--- src/rtl/burst_ring_arbiter_if.sv ---
// Request/response bundle for burst_ring_arbiter: per-port beats in, one arbitrated stream out.
// Slave side is the arbiter; master side drives requests and consumes the output stream.
interface burst_ring_arbiter_if #(
    parameter int PORTS      = 4,
    parameter int DATA_WIDTH = 8
);
    logic [PORTS*DATA_WIDTH-1:0] i_data;
    logic [PORTS-1:0]            i_last;
    logic [PORTS-1:0]            i_input_valid;
    logic                        i_output_ready;
    logic [DATA_WIDTH-1:0]       o_data;
    logic                        o_last;
    logic                        o_output_valid;
    logic [PORTS-1:0]            o_input_ready;
    logic [PORTS-1:0]            o_grant;
    logic                        o_locked;

    modport slave (
        input  i_data, i_last, i_input_valid, i_output_ready,
        output o_data, o_last, o_output_valid, o_input_ready, o_grant, o_locked
    );

    modport master (
        output i_data, i_last, i_input_valid, i_output_ready,
        input  o_data, o_last, o_output_valid, o_input_ready, o_grant, o_locked
    );
endinterface

--- src/rtl/burst_ring_arbiter.sv ---
// Packet-granular round-robin arbiter, one-cycle latency through a 2-entry output buffer.
// Input ready is the buffer's registered not-full flag, so a full buffer stalls every port.
module burst_ring_arbiter #(
    parameter int PORTS      = 4,
    parameter int DATA_WIDTH = 8
) (
    input  logic                  i_clock,
    input  logic                  i_aresetn,
    input  logic                  i_clear,
    burst_ring_arbiter_if.slave   arb_if
);
    localparam int PW = (PORTS > 1) ? $clog2(PORTS) : 1;

    typedef enum logic {IDLE, LOCKED} state_t;

    state_t                state_q, state_d;
    logic [PW-1:0]         ptr_q, ptr_d;
    logic [PW-1:0]         lock_q, lock_d;
    logic [PW-1:0]         scan_idx, pick_idx, cur_idx;
    logic                  pick_found;
    logic [PORTS-1:0]      grant, in_rdy;
    logic                  buf_rdy, accept, beat_last;
    logic [DATA_WIDTH-1:0] beat_data;

    logic [DATA_WIDTH:0]   mem_q [2];
    logic                  wr_q, rd_q;
    logic [1:0]            cnt_q, cnt_d;
    logic                  pop;

    // First valid port at or after the priority pointer, wrapping.
    always_comb begin
        scan_idx   = '0;
        pick_idx   = ptr_q;
        pick_found = 1'b0;
        for (int i = 0; i < PORTS; i++) begin
            scan_idx = PW'((int'(ptr_q) + i) % PORTS);
            if (!pick_found && arb_if.i_input_valid[scan_idx]) begin
                pick_found = 1'b1;
                pick_idx   = scan_idx;
            end
        end
    end

    // Ready only depends on registered occupancy, never on the same-cycle drain.
    assign buf_rdy = (cnt_q != 2'd2) & i_aresetn;

    always_comb begin
        state_d   = state_q;
        ptr_d     = ptr_q;
        lock_d    = lock_q;
        grant     = '0;
        beat_data = '0;
        cur_idx   = (state_q == LOCKED) ? lock_q : pick_idx;
        if (state_q == LOCKED || pick_found) begin
            grant[cur_idx] = 1'b1;
        end
        in_rdy    = grant & {PORTS{buf_rdy & ~i_clear}};
        accept    = |(arb_if.i_input_valid & in_rdy);
        beat_last = arb_if.i_last[cur_idx];
        for (int p = 0; p < PORTS; p++) begin
            if (PW'(p) == cur_idx) begin
                beat_data = arb_if.i_data[p*DATA_WIDTH +: DATA_WIDTH];
            end
        end
        if (accept) begin
            if (beat_last) begin
                state_d = IDLE;
                ptr_d   = (cur_idx == PW'(PORTS-1)) ? '0 : cur_idx + 1'b1;
            end else begin
                state_d = LOCKED;
                lock_d  = cur_idx;
            end
        end
        if (i_clear) begin
            state_d = IDLE;
            ptr_d   = '0;
            lock_d  = '0;
        end
    end

    assign pop = (cnt_q != 2'd0) & arb_if.i_output_ready;

    always_comb begin
        cnt_d = cnt_q + {1'b0, accept} - {1'b0, pop};
        if (i_clear) begin
            cnt_d = '0;
        end
    end

    always_ff @(posedge i_clock or negedge i_aresetn) begin
        if (!i_aresetn) begin
            state_q <= IDLE;
            ptr_q   <= '0;
            lock_q  <= '0;
            cnt_q   <= '0;
            wr_q    <= 1'b0;
            rd_q    <= 1'b0;
        end else begin
            state_q <= state_d;
            ptr_q   <= ptr_d;
            lock_q  <= lock_d;
            cnt_q   <= cnt_d;
            if (i_clear) begin
                wr_q <= 1'b0;
                rd_q <= 1'b0;
            end else begin
                if (accept) wr_q <= ~wr_q;
                if (pop)    rd_q <= ~rd_q;
            end
        end
    end

    always_ff @(posedge i_clock) begin
        if (accept) begin
            mem_q[wr_q] <= {beat_last, beat_data};
        end
    end

    // Outputs are forced to zero when empty so reset and clear present a clean bus.
    assign arb_if.o_output_valid = (cnt_q != 2'd0);
    assign arb_if.o_data         = arb_if.o_output_valid ? mem_q[rd_q][DATA_WIDTH-1:0] : '0;
    assign arb_if.o_last         = arb_if.o_output_valid & mem_q[rd_q][DATA_WIDTH];
    assign arb_if.o_input_ready  = in_rdy;
    assign arb_if.o_grant        = grant;
    assign arb_if.o_locked       = (state_q == LOCKED);
endmodule

--- src/flat_wrapper.sv ---
// flat-port wrapper written by rule: the top's interface ports become plain ports
module burst_ring_arbiter_flat 
#(
    parameter int PORTS      = 4,
    parameter int DATA_WIDTH = 8
)
  (i_clock, i_aresetn, i_clear, arb_if_i_data, arb_if_i_last, arb_if_i_input_valid, arb_if_i_output_ready, arb_if_o_data, arb_if_o_last, arb_if_o_output_valid, arb_if_o_input_ready, arb_if_o_grant, arb_if_o_locked);
  burst_ring_arbiter_if #(.PORTS(PORTS), .DATA_WIDTH(DATA_WIDTH)) arb_if_i ();
  input  logic i_clock;
  input  logic i_aresetn;
  input  logic i_clear;
  input wire logic [$bits(arb_if_i.i_data)-1:0] arb_if_i_data;
  input wire logic [$bits(arb_if_i.i_last)-1:0] arb_if_i_last;
  input wire logic [$bits(arb_if_i.i_input_valid)-1:0] arb_if_i_input_valid;
  input wire logic [$bits(arb_if_i.i_output_ready)-1:0] arb_if_i_output_ready;
  output wire logic [$bits(arb_if_i.o_data)-1:0] arb_if_o_data;
  output wire logic [$bits(arb_if_i.o_last)-1:0] arb_if_o_last;
  output wire logic [$bits(arb_if_i.o_output_valid)-1:0] arb_if_o_output_valid;
  output wire logic [$bits(arb_if_i.o_input_ready)-1:0] arb_if_o_input_ready;
  output wire logic [$bits(arb_if_i.o_grant)-1:0] arb_if_o_grant;
  output wire logic [$bits(arb_if_i.o_locked)-1:0] arb_if_o_locked;
  assign arb_if_i.i_data = arb_if_i_data;
  assign arb_if_i.i_last = arb_if_i_last;
  assign arb_if_i.i_input_valid = arb_if_i_input_valid;
  assign arb_if_i.i_output_ready = arb_if_i_output_ready;
  assign arb_if_o_data = arb_if_i.o_data;
  assign arb_if_o_last = arb_if_i.o_last;
  assign arb_if_o_output_valid = arb_if_i.o_output_valid;
  assign arb_if_o_input_ready = arb_if_i.o_input_ready;
  assign arb_if_o_grant = arb_if_i.o_grant;
  assign arb_if_o_locked = arb_if_i.o_locked;
  burst_ring_arbiter #(.PORTS(PORTS), .DATA_WIDTH(DATA_WIDTH)) u_core (.i_clock(i_clock), .i_aresetn(i_aresetn), .i_clear(i_clear), .arb_if(arb_if_i));
endmodule
--- config.mk ---
export PLATFORM = sky130hd
export DESIGN_NAME = burst_ring_arbiter_flat
export DESIGN_NICKNAME = d
export VERILOG_FILES = /design/src/rtl/burst_ring_arbiter_if.sv /design/src/rtl/burst_ring_arbiter.sv /design/src/flat_wrapper.sv
export SDC_FILE = /design/constraint.sdc
export NUM_CORES = 1
export LEC_CHECK = 0
export BUFFER_PORTS_ARGS = -buffer_cell sky130_fd_sc_hd__buf_2
export CORE_MARGIN = 3
export CORE_UTILIZATION = 46
export CTS_CLUSTER_DIAMETER = 40
export DETAILED_ROUTE_END_ITERATION = 6
export GPL_ROUTABILITY_DRIVEN = 0
export GPL_TIMING_DRIVEN = 0
export PLACE_DENSITY_LB_ADDON = 0.15
export SETUP_SLACK_MARGIN = 0.2
export SYNTH_ARGS = -nofsm -noshare
export SYNTH_HDL_FRONTEND = slang
export SYNTH_SLANG_ARGS = --single-unit
export TNS_END_PERCENT = 100
--- constraint.sdc ---
create_clock -name i_clock -period 3 [get_ports i_clock]
set_input_delay 0 -clock i_clock [delete_from_list [all_inputs] [get_ports i_clock]]
set_output_delay 0 -clock i_clock [all_outputs]
set_load 0.05 [all_outputs]
=== Yosys cells after proc, flatten, opt, wreduce, memory -nomap -nowiden ===
Memory sizes are Yosys's and may differ from the RTL's.
Index checks and enable logic that the tools add are counted.

* Add/sub/neg operators: 6
* $lt $le $gt $ge: 6
* Eq/ne operators: 6
* Muxes and demuxes: 43
* Bitwise gates (word level): 9
* Reduce and logical (&&, ||, !) cells: 16

{| class="wikitable"
|+ Operators by type and width
! kind !! number
|-
| $mux 8 || 5
|-
| $mux 2 || 12
|-
| $mux 1 || 19
|-
| $lt 2x3->1 const B || 5
|-
| $bmux 1 s2 || 5
|-
| $and 4x4->4 || 2
|-
| $reduce_bool 2->1 || 4
|-
| $add 2x1->2 const B || 2
|-
| $add 2x2->2 const B || 2
|-
| $and 1x1->1 || 4
|-
| $eq 2x2->1 const A || 2
|-
| $logic_and 1x1->1 || 4
|-
| $mux 4 || 1
|-
| $ne 2x2->1 const B || 2
|-
| $reduce_and 2->1 || 2
|-
| $reduce_or 4->1 || 1
|-
| $logic_not 1->1 || 3
|-
| $not 1->1 || 3
|-
| $add 2x1->2 || 1
|-
| $demux 1 s2 || 1
|-
| $eq 1x2->1 const A || 1
|-
| $eq 2x2->1 const B || 1
|-
| $ge 2x1->1 const B || 1
|-
| $logic_not 2->1 || 1
|-
| other kinds (2) || 2
|}

* Bits in registers: 9
* RAM bits: 18
* Output and inout port bits: 19
* Logic and storage cells: 93
* Memories kept: 1

{| class="wikitable"
|+ Memory list
! memory !! depth !! bits a word !! read ports !! clocked after memory_dff !! wr ports !! RTL line !! text
|-
| u_core.mem_q || 2 || 9 || 1 || 0 || 1 || burst_ring_arbiter.sv:25 || <nowiki>logic [DATA_WIDTH:0] mem_q [2];</nowiki>
|}

=== Longest topological paths before layout ===
Gate-level depths: netlist of run 1.

* Depth in word-level cells: 24
* Depth in mapped cells: 16

=== Worst setup path before layout of run 1 ===
OpenSTA, ideal clock, no wires.

* Path type: register to register
* Start point: register u_core.state_q (netlist: u_core.arb_if.o_locked)
* End point: register u_core.cnt_q[1]
* Setup time: 0.131 ns
* Data arrival time: 3.236 ns
* Required time: 2.869 ns
* Setup slack: -0.367 ns
* Stages on the path, launching flop included: 16
* Buffers on the path: 2
* Path through: dfrtp_1 > buf_2 > or3_1 > o21ai_2 > inv_1 > ha_1 > clkbuf_1 > a22oi_1 > a21oi_4 > inv_1 > ha_1 > inv_1 > ha_1 > xor2_1 > xnor2_1 > nor2_1

* Longest elaborated chain between the ends: 12
* Elaborated cells on any way between the ends: 14
* Those cells by class: add/sub: 2; order compare: 2; mux: 5; bitwise: 2; reduce/logical: 3

{| class="wikitable"
|+ Ends and longest elaborated chain
! item !! RTL line !! text
|-
| start, declared || burst_ring_arbiter.sv:16 || <nowiki>state_t state_q, state_d;</nowiki>
|-
| start signal, assigned || burst_ring_arbiter.sv:99 || <nowiki>state_q <= state_d;</nowiki>
|-
| $mux 2 || burst_ring_arbiter.sv:53 || <nowiki>cur_idx = (state_q == LOCKED) ? lock_q : pick_idx;</nowiki>
|-
| $lt 2x3->1 (not written as such) / $ge 2x1->1 (equally long branches) || burst_ring_arbiter.sv:55 || <nowiki>grant[cur_idx] = 1'b1;</nowiki>
|-
| $logic_and 1x1->1 (not written as such) || burst_ring_arbiter.sv:55 ||
|-
| $mux 1 (not written as such) || burst_ring_arbiter.sv:55 ||
|-
| $demux 1 s2 || -- ||
|-
| $mux 4 (*) || burst_ring_arbiter.sv:54 || <nowiki>if (state_q == LOCKED || pick_found) begin</nowiki>
|-
| $and 4x4->4 (*) || burst_ring_arbiter.sv:57 || <nowiki>in_rdy = grant & {PORTS{buf_rdy & ~i_clear}};</nowiki>
|-
| $and 4x4->4 (*) || burst_ring_arbiter.sv:58 || <nowiki>accept = |(arb_if.i_input_valid & in_rdy);</nowiki>
|-
| $reduce_or 4->1 (*) || burst_ring_arbiter.sv:58 ||
|-
| $add 2x1->2 (*) || burst_ring_arbiter.sv:84 || <nowiki>cnt_d = cnt_q + {1'b0, accept} - {1'b0, pop};</nowiki>
|-
| $sub 2x1->2 (*) || burst_ring_arbiter.sv:84 ||
|-
| $mux 2 (*) || burst_ring_arbiter.sv:85 || <nowiki>if (i_clear) begin</nowiki>
|-
| via u_core.cnt_d[1] || burst_ring_arbiter.sv:27 || <nowiki>logic [1:0] cnt_q, cnt_d;</nowiki>
|-
| end signal, assigned || burst_ring_arbiter.sv:102 || <nowiki>cnt_q <= cnt_d;</nowiki>
|-
| end, declared || burst_ring_arbiter.sv:27 ||
|}

The timed path passes the listed nets; every way through them passes the cells marked *.
A chain may end at the register's enable or synchronous reset.

=== Worst setup path after layout of run 1 ===
* Start point: register u_core.ptr_q[1]
* End point: register u_core.cnt_q[1]

* Longest elaborated chain between the ends: 24
* Elaborated cells on any way between the ends: 38
* Those cells by class: add/sub: 5; order compare: 2; mux: 20; bitwise: 2; reduce/logical: 9

{| class="wikitable"
|+ Ends and longest elaborated chain
! item !! RTL line !! text
|-
| start, declared || burst_ring_arbiter.sv:17 || <nowiki>logic [PW-1:0] ptr_q, ptr_d;</nowiki>
|-
| start signal, assigned || burst_ring_arbiter.sv:100 || <nowiki>ptr_q <= ptr_d;</nowiki>
|-
| parallel branches: the longest is 17 deep, another holds $add 2x1->2 || -- ||
|-
| $mux 4 (*) || burst_ring_arbiter.sv:54 ||
|-
| $and 4x4->4 (*) || burst_ring_arbiter.sv:57 ||
|-
| $and 4x4->4 (*) || burst_ring_arbiter.sv:58 ||
|-
| $reduce_or 4->1 (*) || burst_ring_arbiter.sv:58 ||
|-
| $add 2x1->2 (*) || burst_ring_arbiter.sv:84 ||
|-
| $sub 2x1->2 (*) || burst_ring_arbiter.sv:84 ||
|-
| $mux 2 (*) || burst_ring_arbiter.sv:85 ||
|-
| via u_core.cnt_d[1] || burst_ring_arbiter.sv:27 ||
|}

Mark *: on every way through the listed nets, which the timed path passes. The select of a mux whose other input is x is not followed.

==> results of run 1 <==
-- state kept, by name (all words and copies together), names as in the netlist --
name and count:
u_core.wr_q 1, u_core.lock_q 2, u_core.cnt_q 2, u_core.mem_q 18
u_core.ptr_q 2, u_core.rd_q 1, u_core.arb_if.o_locked 1
-- power groups by stage --
stage / sequential [W] / combinational (W) / clock (W)
final: 0.000482 / 0.000895 / 0.000209
after global routing: 0.000487 / 0.000981 / 0.000235
after global placement: 0.000487 / 0.000855 / 0
after CTS: 0.000482 / 0.000897 / 0.000213
after floorplan: 0.000490 / 0.000677 / 0
after detailed placement: 0.000488 / 0.000863 / 0
-- synthesized netlist by cell type --
cell / count
nand3b_1: 1
or2_2: 1
a21oi_1: 13
mux4_1: 1
edfxtp_1: 18
nor4_1: 2
clkbuf_1: 9
a22oi_1: 11
dfrtp_1: 9
o21ai_2: 2
a221oi_4: 1
nand2_1: 10
a21o_2: 1
o211ai_1: 1
nand2b_1: 6
or3_1: 1
nand4_1: 1
a31oi_1: 1
o31ai_1: 1
ha_1: 6
and2_1: 10
and4_4: 1
nor3_4: 1
o2bb2ai_1: 1
a31o_2: 1
nor2b_4: 2
buf_2: 2
inv_2: 1
mux2i_1: 13
o21ai_0: 10
a21oi_4: 1
nand3_1: 1
o21a_1: 2
nor2_1: 26
nor3_2: 1
xnor2_1: 3
buf_6: 1
buf_4: 1
xor2_1: 1
nor2b_1: 6
o41ai_4: 1
a21o_1: 1
inv_1: 6
nor3_1: 1
or2b_1: 2
-- worst register-to-register path, cell delays in order, from the launching register on --
cell	delay [ps]
dfrtp_1	360
buf_6	140
a21oi_1	70
o21a_1	140
o41ai_4	440
buf_4	180
ha_2	190
a22oi_2	100
a21oi_4	210
inv_4	70
ha_4	260
inv_2	30
ha_4	150
xor2_2	140
xnor2_1	160
nor2_1	50
-- metal layers --
metal	up-vias	global-route usage, %	routed length (µm)
met5	-	0	0
met4	0	5.106	27
met3	3	1.439	196
met2	48	28.44	1875
met1	708	23.15	1931
li1	832	-	-
-- worst paths after layout --
kind / cells past startpoint / end / start
max in group asynchronous: 2 / u_core.arb_if.o_locked / i_aresetn
min in group asynchronous: 2 / u_core.rd_q / i_aresetn
max reg2reg: 15 / u_core.cnt_q[1] / u_core.ptr_q[1]
min: 3 / u_core.mem_q[1][6] / arb_if_i_data[30]
min reg2reg: 2 / u_core.lock_q[1] / u_core.lock_q[1]
max: 15 / u_core.cnt_q[1] / u_core.ptr_q[1]
-- layout make-up --
type | count | area [µm²] | area share [%]
multi-input cells | 145 | 1115 | 44.84
flip-flops and latches | 27 | 767.0 | 30.85
repair buffers | 69 | 367.9 | 14.80
plain buffers | 13 | 97.59 | 3.926
well taps | 48 | 60.06 | 2.416
clock buffers | 3 | 41.29 | 1.661
inverters | 7 | 28.78 | 1.158
clock inverters | 1 | 8.758 | 0.3523
-- cell usage in the layout (no fill, tap or decap), drive strengths merged, types with 2 or more instances in the layout --
cell type / count
nand2: 10
nor2: 26
nor2b: 8
buf: 72
or2b: 2
o21ai: 12
edfxtp: 18
clkbuf: 12
nor4: 2
a21oi: 14
nor3: 3
o21a: 2
dfrtp: 9
ha: 6
nand2b: 6
a22oi: 11
xnor2: 3
and2: 10
mux2i: 13
inv: 8
a21o: 2
-- logic make-up after synthesis --
| kind of cell | synth area share (%) |
|---|---|
| flops | 40.77 |
| simple gates | 21.39 |
| xor+xnor | 1.866 |
| buf+inv | 4.730 |
| compound gates | 18.92 |
| mux | 8.328 |
| fa+ha+maj | 3.997 |
-- timing repair --
| item | in CTS | in global routing |
|---|---|---|
| setup endpoints to repair | 11 | 32 |
| pin swaps | 4 | 0 |
| hold endpoints to repair | 9 | 0 |
| gates resized for setup | 7 | 6 |
| buffers inserted | 7 | 0 |
| hold buffers | 1 | 0 |
-- through the flow --
| step | power [W] | area, µm² |
|---|---|---|
| global route | 0.001703 | 2486 |
| floorplan | 0.001167 | 1977 |
| global placement | 0.001343 | 2342 |
| CTS | 0.001593 | 2482 |
| detailed placement | 0.001351 | 2342 |
| finish | 0.001586 | 2486 |
==> flow_summary_export.csv, run 1 <==
group,metric,value,unit
status,status,"completed",
route,drtPass1Iterations,4,
route,vias_per_cell,5.083,
sta,fmax,355.4,MHz
pwr,power_frac_clock,13.2,%
clocking,max-clock-path-buffers,2,
die,core_area,0.003799,mm²
placement,portBuffers,61,
grt,grt_max_degree,18,
job,cap_violations,0,
grt,grt_pass1_wl,6810,µm
sta,skew,3.113,ps
clocking,cts_buffers,3,
sta,max_slew_margin,52.59,%
clocking,htreeDepth,1,
clocking,cts_sinks,27,
die,num_rows,22,
pwr,p_leak,1.061,nW
route,antenna_left,0,
pwr,switching_power,0.0007215,W
clocking,cts_tree,"built",
layout,fill_cells,342,
pwr,power_frac_seq,30.4,%
route,drt-initial-drc-count,67,
synthesis,syn-cell-area,0.001878,mm²
placement,numPlacedInstances,301,
worst_setup_path,crit_fanout,8,
route,remaining_drc_errors,0,
worst_setup_path,cp-start-kind,"register",
sta,tightest_slew,708.6,ps
sta,whs,50.09,ps
min_path,hp-class,"input port to register",
layout,final_util,65.45,%
clocking,clk_root_buffer_cell,"clkbuf_8",
grt,gr-usage-all-layers,16.90,%
synthesis,syn_nets,242,
pwr,power.density,637.7,mW/mm²
pwr,p_comb_share,56.4,%
sta,rsz0062_at_grt,"yes",
sta,setup-tns-final,0,ps
pwr,vdd.ir_drop.worst,0.0002879,V
worst_setup_path,cp_top_family,"compound AO/OA/AOI/OAI gates",
worst_setup_path,cp.arrival,2960,ps
synthesis,ys_ff_latch,27,
worst_setup_path,end_kind,"register",
layout,final_cells,313,
worst_setup_path,critPathKind,"register to register",
layout,num-nets-final,316,
synthesis,syn_inst,192,
worst_setup_path,crit_chain,"buf_6 -> a21oi_1 -> o21a_1 -> o41ai_4 -> buf_4 -> ha_2 -> a22oi_2 -> a21oi_4 -> inv_4 -> ha_4 -> inv_2 -> ha_4 -> xor2_2 -> xnor2_1 -> nor2_1",
worst_setup_path,path_buf_inv,4,
sta,final_max_slew_viol_count,0,
grt,grt_pass1_vias,1564,
pwr,p_int,0.0008640,W
sta,finalCritPeriodShare,93.79,%
synthesis,synth_area_leaders,"edfxtp_1 (29%), dfrtp_1 (12%), mux2i_1 (6.9%)",
synthesis,synthDistinctLibCells,45,
die,ios,63,
grt,grt_overflow,0,
route,wire_per_inst,12.88,µm
synthesis,yosysSeqAreaShare,40.77,%
die,initial_core_util,49.44,%
sta,setup_violations,0,
worst_setup_path,crit_top_cell,"ha_4",
sta,hold_viol,0,
grt,grt_antenna_before_repair,0,
sta,finalWorstSetupSlack,186.2,ps
pwr,sw_frac_of_total,45.51,%
layout,drive_gt1_share,41.51,%
synthesis,synth_warnings,0,
worst_setup_path,crit_required,3150,ps
placement,hpwlAfterDp,3075,µm
die,dieArea,0.004885,mm²
worst_setup_path,cpPeakStageDelay,440,ps
die,dieHeight,69.90,µm
layout,syn2layout_area_growth,32.38,%
clocking,clkTransAtPathRegs,90,ps
clocking,clock_latency,270,ps
sta,period_minus_slack,2814,ps
route,wirelength,4031,µm
worst_setup_path,ff2ff_setup_slack,190,ps
worst_setup_path,crit_slowest_cell,"o41ai_4",
route,via_count,1591,
layout,antenna_cells,0,
synthesis,yosysTopAreaCell,"edfxtp_1",
placement,dp_slack,-71.05,ps
synthesis,yosys.area.top_type_share,28.78,%
synthesis,avgSynthCellArea,9.782,µm²
die,die_x,69.90,µm
Power figures use the tool's default switching activity.
==> run 2: changes to the inputs <==
Settings changed: CELL_PAD_IN_SITES_DETAIL_PLACEMENT set to 0, CELL_PAD_IN_SITES_GLOBAL_PLACEMENT set to 1, CORE_UTILIZATION 46 to 34.
==> run 2 against run 1 <==
Setup slack better by 11 ps. Design area up 4.2%. Clock power down 6%. Via count up 3.0%. Routed wire length up 11%. Critical path depth up 1. Global-route usage down 2.9 points. Fmax up 0.40%. Sequential power about the same. Core utilization down 16 points. Sequential share of layout area down 1.3 points.
==> flow_summary_export.csv, run 2 (synthesis results as in run 1) <==
group,metric,value,unit
status,status,"completed",
pwr,power_frac_clock,12.2,%
layout,fill_cells,517,
pwr,sw_frac_of_total,45.42,%
route,antenna_left,0,
route,wirelength,4482,µm
clocking,cts_tree,"built",
sta,hold_viol,0,
worst_setup_path,crit_fanout,6,
sta,skew,6.681,ps
worst_setup_path,cpPeakStageDelay,390,ps
layout,largest_reg_flops,18,
placement,place_area,0.002370,mm²
grt,grt_antenna_before_repair,0,
sta,period_minus_slack,2803,ps
pwr,switching_power,0.0007310,W
grt,grt_overflow,0,
pwr,p_leak,1.103,nW
clocking,cts_buffers,3,
layout,drive_gt1_share,43.22,%
layout,final_area,0.002591,mm²
clocking,clkTransAtPathRegs,90,ps
route,remaining_drc_errors,0,
sta,max_slew_margin,52.93,%
worst_setup_path,crit_required,3140,ps
worst_setup_path,path_buf_inv,6,
grt,grt_pass1_vias,1547,
layout,antenna_cells,0,
route,drtPass1Iterations,4,
layout,num-nets-final,324,
pwr,p_total,0.001610,W
worst_setup_path,crit_slowest_cell,"o41ai_4",
layout,final_common_cell,"buf_2",
worst_setup_path,critPathKind,"register to register",
worst_setup_path,cp_top_family,"compound AO/OA/AOI/OAI gates",
layout,max_flop_register,"u_core.mem_q",
die,die_x,80.32,µm
die,ios,63,
placement,hpwlAfterDp,3402,µm
placement,portBuffers,61,
clocking,htreeDepth,1,
layout,syn2layout_area_growth,37.97,%
route,vias_per_cell,4.776,
die,dieHeight,80.32,µm
pwr,power_frac_seq,30.0,%
die,dieArea,0.006451,mm²
die,num_rows,26,
route,via_count,1638,
layout,final_cell_mix,"buf_2 (61), nor2_1 (25), edfxtp_1 (18)",
worst_setup_path,end_kind,"register",
clocking,cts_sinks,27,
sta,finalCritPeriodShare,93.42,%
sta,whs,62.80,ps
sta,fmax,356.8,MHz
min_path,hp-class,"input port to register",
grt,grt_pass1_wl,7107,µm
pwr,vdd.ir_drop.worst,0.0004396,V
grt,gr-usage-all-layers,14.01,%
sta,tightest_slew,706.1,ps
worst_setup_path,cp.arrival,2950,ps
route,drt-initial-drc-count,23,
worst_setup_path,cp-start-kind,"register",
sta,setup_violations,0,
pwr,p_comb_share,57.8,%
route,wire_per_inst,13.07,µm
sta,final_max_slew_viol_count,0,
pwr,power.density,621.2,mW/mm²
sta,rsz0062_at_grt,"yes",
pwr,p_int,0.0008786,W
clocking,clock_latency,270,ps
clocking,max-clock-path-buffers,2,
grt,grt_max_degree,16,
die,initial_core_util,35.86,%
clocking,clk_root_buffer_cell,"clkbuf_8",
job,cap_violations,0,
worst_setup_path,crit_top_cell,"ha_4",
worst_setup_path,crit_chain,"buf_6 -> buf_4 -> o21a_1 -> o41ai_4 -> buf_4 -> ha_4 -> buf_8 -> a22oi_2 -> a21oi_4 -> inv_4 -> ha_4 -> inv_2 -> ha_4 -> xor2_2 -> xnor2_1 -> nor2_1",
sta,setup-tns-final,0,ps
die,core_area,0.005238,mm²
worst_setup_path,ff2ff_setup_slack,200,ps
## run 2: changes by cell type in the layout (fill, tap and decap cells not counted), moves of 2 or more
| cell | previous run | this run |
|---|---|---|
| ha_2 | 2 | 0 |
| buf_4 | 8 | 15 |
| clkbuf_8 | 5 | 3 |
| buf_8 | 0 | 2 |
## run 2: path summary, 6_finish.rpt
kind                              startpoint                      to  cells after the start
min in group asynchronous          i_aresetn             u_core.rd_q                      2
setup / recovery             u_core.ptr_q[1]         u_core.cnt_q[1]                     16
hold reg to reg             u_core.lock_q[1]        u_core.lock_q[1]                      2
hold / removal             arb_if_i_data[27]      u_core.mem_q[1][3]                      3
max in group asynchronous          i_aresetn  u_core.arb_if.o_locked                      2
setup reg to reg             u_core.ptr_q[1]         u_core.cnt_q[1]                     16
## run 2: stage by stage
stage	setup slack [ps]	cells	utilization, %
6_report	197.3	343	49.47
2_1_floorplan	26.45	192	-
4_1_cts	217.5	337	47.99
3_3_place_gp	-147.0	323	45.25
3_5_place_dp	-189.8	323	45.25
5_1_grt	16.50	343	49.47
## run 2: worst register-to-register path, cell delays in order (launching register included)
cell,delay [ps]
dfrtp_1,380
buf_6,130
buf_4,150
o21a_1,130
o41ai_4,390
buf_4,200
ha_4,130
buf_8,90
a22oi_2,60
a21oi_4,190
inv_4,60
ha_4,260
inv_2,30
ha_4,150
xor2_2,140
xnor2_1,130
nor2_1,50
## run 2: repair_timing
| action | in CTS | in global routing |
|---|---|---|
| pin swaps | 4 | 4 |
| setup buffers | 9 | 6 |
| endpoints found under the hold margin | 9 | 0 |
| setup endpoints to repair | 23 | 37 |
| gates resized for setup | 6 | 14 |
| hold buffers | 1 | 0 |
## run 2: layout make-up
class / instances / area [µm²] / area share (%)
Multi-Input combinational cell: 145 / 1130 / 43.60
Sequential cell: 27 / 767.0 / 29.60
Timing Repair Buffer: 77 / 427.9 / 16.51
Buffer: 13 / 103.9 / 4.008
Tap cell: 70 / 87.58 / 3.380
Clock buffer: 3 / 41.29 / 1.593
Inverter: 7 / 28.78 / 1.111
Clock inverter: 1 / 5.005 / 0.1931
## run 2: metal layers
| layer | GRT usage (%) | part of all wire (%) | vias up | routed length, µm |
|---|---|---|---|---|
| li1 | - | - | 842 | - |
| met1 | 19.05 | 47 | 749 | 2120 |
| met2 | 23.26 | 47 | 43 | 2103 |
| met3 | 1.345 | 4.4 | 4 | 198 |
| met4 | 4.561 | 1.3 | 0 | 58 |
| met5 | 0 | 0 | - | 0 |
## run 2: power by group through the flow
stage | clock network [W] | logic [W] | registers, W
finish | 0.000196 | 0.000931 | 0.000483
global route | 0.000218 | 0.00102 | 0.000488
CTS | 0.000204 | 0.000914 | 0.000481
detailed placement | 0 | 0.000874 | 0.000488
global placement | 0 | 0.000869 | 0.000487
floorplan | 0 | 0.000677 | 0.000490
==> run 3: changes to the inputs <==
--- a/config.mk
+++ b/config.mk
@@ -18,2 +18,3 @@
 export SETUP_SLACK_MARGIN = 0.2
+export SLEW_MARGIN = 20
 export SYNTH_ARGS = -nofsm -noshare
==> constraint.sdc (replaced) <==
create_clock -name i_clock -period 3 [get_ports i_clock]
set_input_delay 0.75 -clock i_clock [delete_from_list [all_inputs] [get_ports i_clock]]
set_output_delay 0.75 -clock i_clock [all_outputs]
set_load 0.05 [all_outputs]
==> run 3 against run 2 <==
The flow now finishes with violations (negative setup slack). Fmax down 11%. Setup slack worse by 330 ps. Critical path depth down 5. Register-to-register slack worse by 180 ps. Design area increased by 19%. Non-clock buffer count is 15 higher. Routed wire length grew 15%. Via count increased by 5.6%. Largest power group unchanged.
==> flow_summary_export.csv, run 3 (synthesis results as in run 1) <==
group,metric,value,unit
placement,numPlacedInstances,323,
pwr,power.density,603.7,mW/mm²
sta,setup_violations,20,
die,dieHeight,80.32,µm
layout,num-nets-final,340,
placement,place_area,0.002371,mm²
sta,hold_viol,0,
job,cap_violations,0,
layout,final_area,0.003083,mm²
die,num_rows,26,
route,wire_per_inst,14.37,µm
worst_setup_path,cp.arrival,2380,ps
placement,portBuffers,61,
route,via_count,1729,
clocking,htreeDepth,1,
route,wl_met1,2363,µm
sta,max_slew_margin,51.87,%
grt,grt_pass1_wl,8328,µm
route,drtPass1Iterations,4,
worst_setup_path,crit_required,2250,ps
worst_setup_path,crit_top_cell,"buf_8",
worst_setup_path,critPathKind,"input port to output port",
route,wirelength,5159,µm
layout,final_common_cell,"buf_2",
clocking,clk_root_buffer_cell,"clkbuf_8",
layout,antenna_cells,0,
status,violations,"negative setup slack",
layout,max_flop_register,"u_core.mem_q",
die,dieArea,0.006451,mm²
route,antenna_left,0,
route,drt-initial-drc-count,34,
worst_setup_path,crit_fanout,5,
clocking,clock_latency,270,ps
clocking,cts_tree,"built",
worst_setup_path,end_kind,"output port",
pwr,p_leak,1.296,nW
sta,rsz0062_at_grt,"yes",
clocking,cts_sinks,27,
sta,final_max_slew_viol_count,0,
route,wl_met3,183,µm
layout,final_cell_mix,"buf_2 (52), nor2_1 (23), buf_4 (23)",
grt,grt_pass1_vias,1748,
placement,hpwlAfterDp,3475,µm
layout,syn2layout_area_growth,64.16,%
layout,final_cells,359,
route,remaining_drc_errors,0,
sta,tightest_slew,722.0,ps
route,dr.max_layer_used,"met4",
die,core_area,0.005238,mm²
route,vias_per_cell,4.816,
min_path,hp-class,"input port to asynchronous set/reset pin",
layout,final_util,58.86,%
sta,finalCritPeriodShare,104.5,%
grt,gr-usage-all-layers,16.56,%
worst_setup_path,crit_slowest_cell,"o41ai_4",
sta,skew,4.161,ps
die,initial_core_util,35.86,%
sta,finalWorstSetupSlack,-134.5,ps
layout,drive_gt1_share,58.13,%
grt,grt_overflow,0,
clocking,cts_buffers,3,
sta,period_minus_slack,3134,ps
grt,grt_antenna_before_repair,0,
sta,fmax,319.0,MHz
route,dr_wl_met2,2571,µm
worst_setup_path,crit_chain,"buf_8 -> buf_6 -> o21a_1 -> o41ai_4 -> buf_6 -> inv_6 -> ha_4 -> buf_8 -> buf_8 -> and2_4 -> buf_8",
clocking,max-clock-path-buffers,2,
pwr,vdd.ir_drop.worst,0.0003826,V
clocking,clkTransAtPathRegs,90,ps
worst_setup_path,cp-start-kind,"input port",
die,die_x,80.32,µm
die,ios,63,
worst_setup_path,cpPeakStageDelay,340,ps
grt,grt_max_degree,16,
status,status,"finished with violations",
layout,largest_reg_flops,18,
[run 3: timing repair]
item	CTS	global route
hold buffers	0	0
pin swaps	17	14
endpoints found under the hold margin	0	0
resized for setup	81	31
endpoints found under the setup margin	47	50
setup buffers	20	11
cloned	1	0
[run 3: layout make-up]
type | instances | area [µm²]
well taps | 70 | 87.58
flip-flops and latches | 27 | 765.7
clock buffers | 3 | 41.29
inverters | 7 | 36.28
repair buffers | 92 | 688.2
plain buffers | 13 | 153.9
fillers | 455 | 2155
clock inverters | 1 | 5.005
multi-input cells | 146 | 1305
[run 3: per-layer routing]
layer  track usage [%]  up-vias
li1                  -      878
met1             21.84      813
met2             28.89       36
met3             1.345        2
met4             4.561        0
met5                 0        -
[run 3: report_power, final]
part	switching [W]	total [W]	internal [W]
clock	0.000107	0.000200	0.0000928
sequential	0.0000237	0.000484	0.000460
combinational	0.000682	0.00118	0.000495
[run 3: critical path, delay by kind of cell]
kind	cells	cell delay (ps)
compound gates	2	550
buf+inv	7	790
simple gates	1	130
fa+ha+maj	1	150
[run 3: per-stage QoR]
step | worst slack, ps | total power, W | TNS [ps] | hold WS (ps)
final | -134.5 | 0.001861 | -1372 | 325.6
after global routing | -187.0 | 0.001974 | -2734 | 327.9
after CTS | -147.8 | 0.001758 | -875.5 | 325.3
after detailed placement | -722.9 | 0.001374 | -18290 | 556.6
after global placement | -697.7 | 0.001365 | -16870 | 541.3
after floorplan | -204.9 | 0.001175 | -1185 | 454.4
[run 3: path summary, 6_finish.rpt]
check | from | end | slack [ps] | cells after the start
max | arb_if_i_input_valid[2] | arb_if_o_grant[2] | -130 | 11
min | i_aresetn | u_core.rd_q | 330 | 1
max reg2reg | u_core.ptr_q[1] | u_core.cnt_q[1] | 20 | 17
min reg2reg | u_core.lock_q[1] | u_core.lock_q[1] | 570 | 2
max in group asynchronous | i_aresetn | u_core.arb_if.o_locked | 2480 | 1
min in group i_clock | u_core.lock_q[1] | u_core.lock_q[1] | 570 | 2
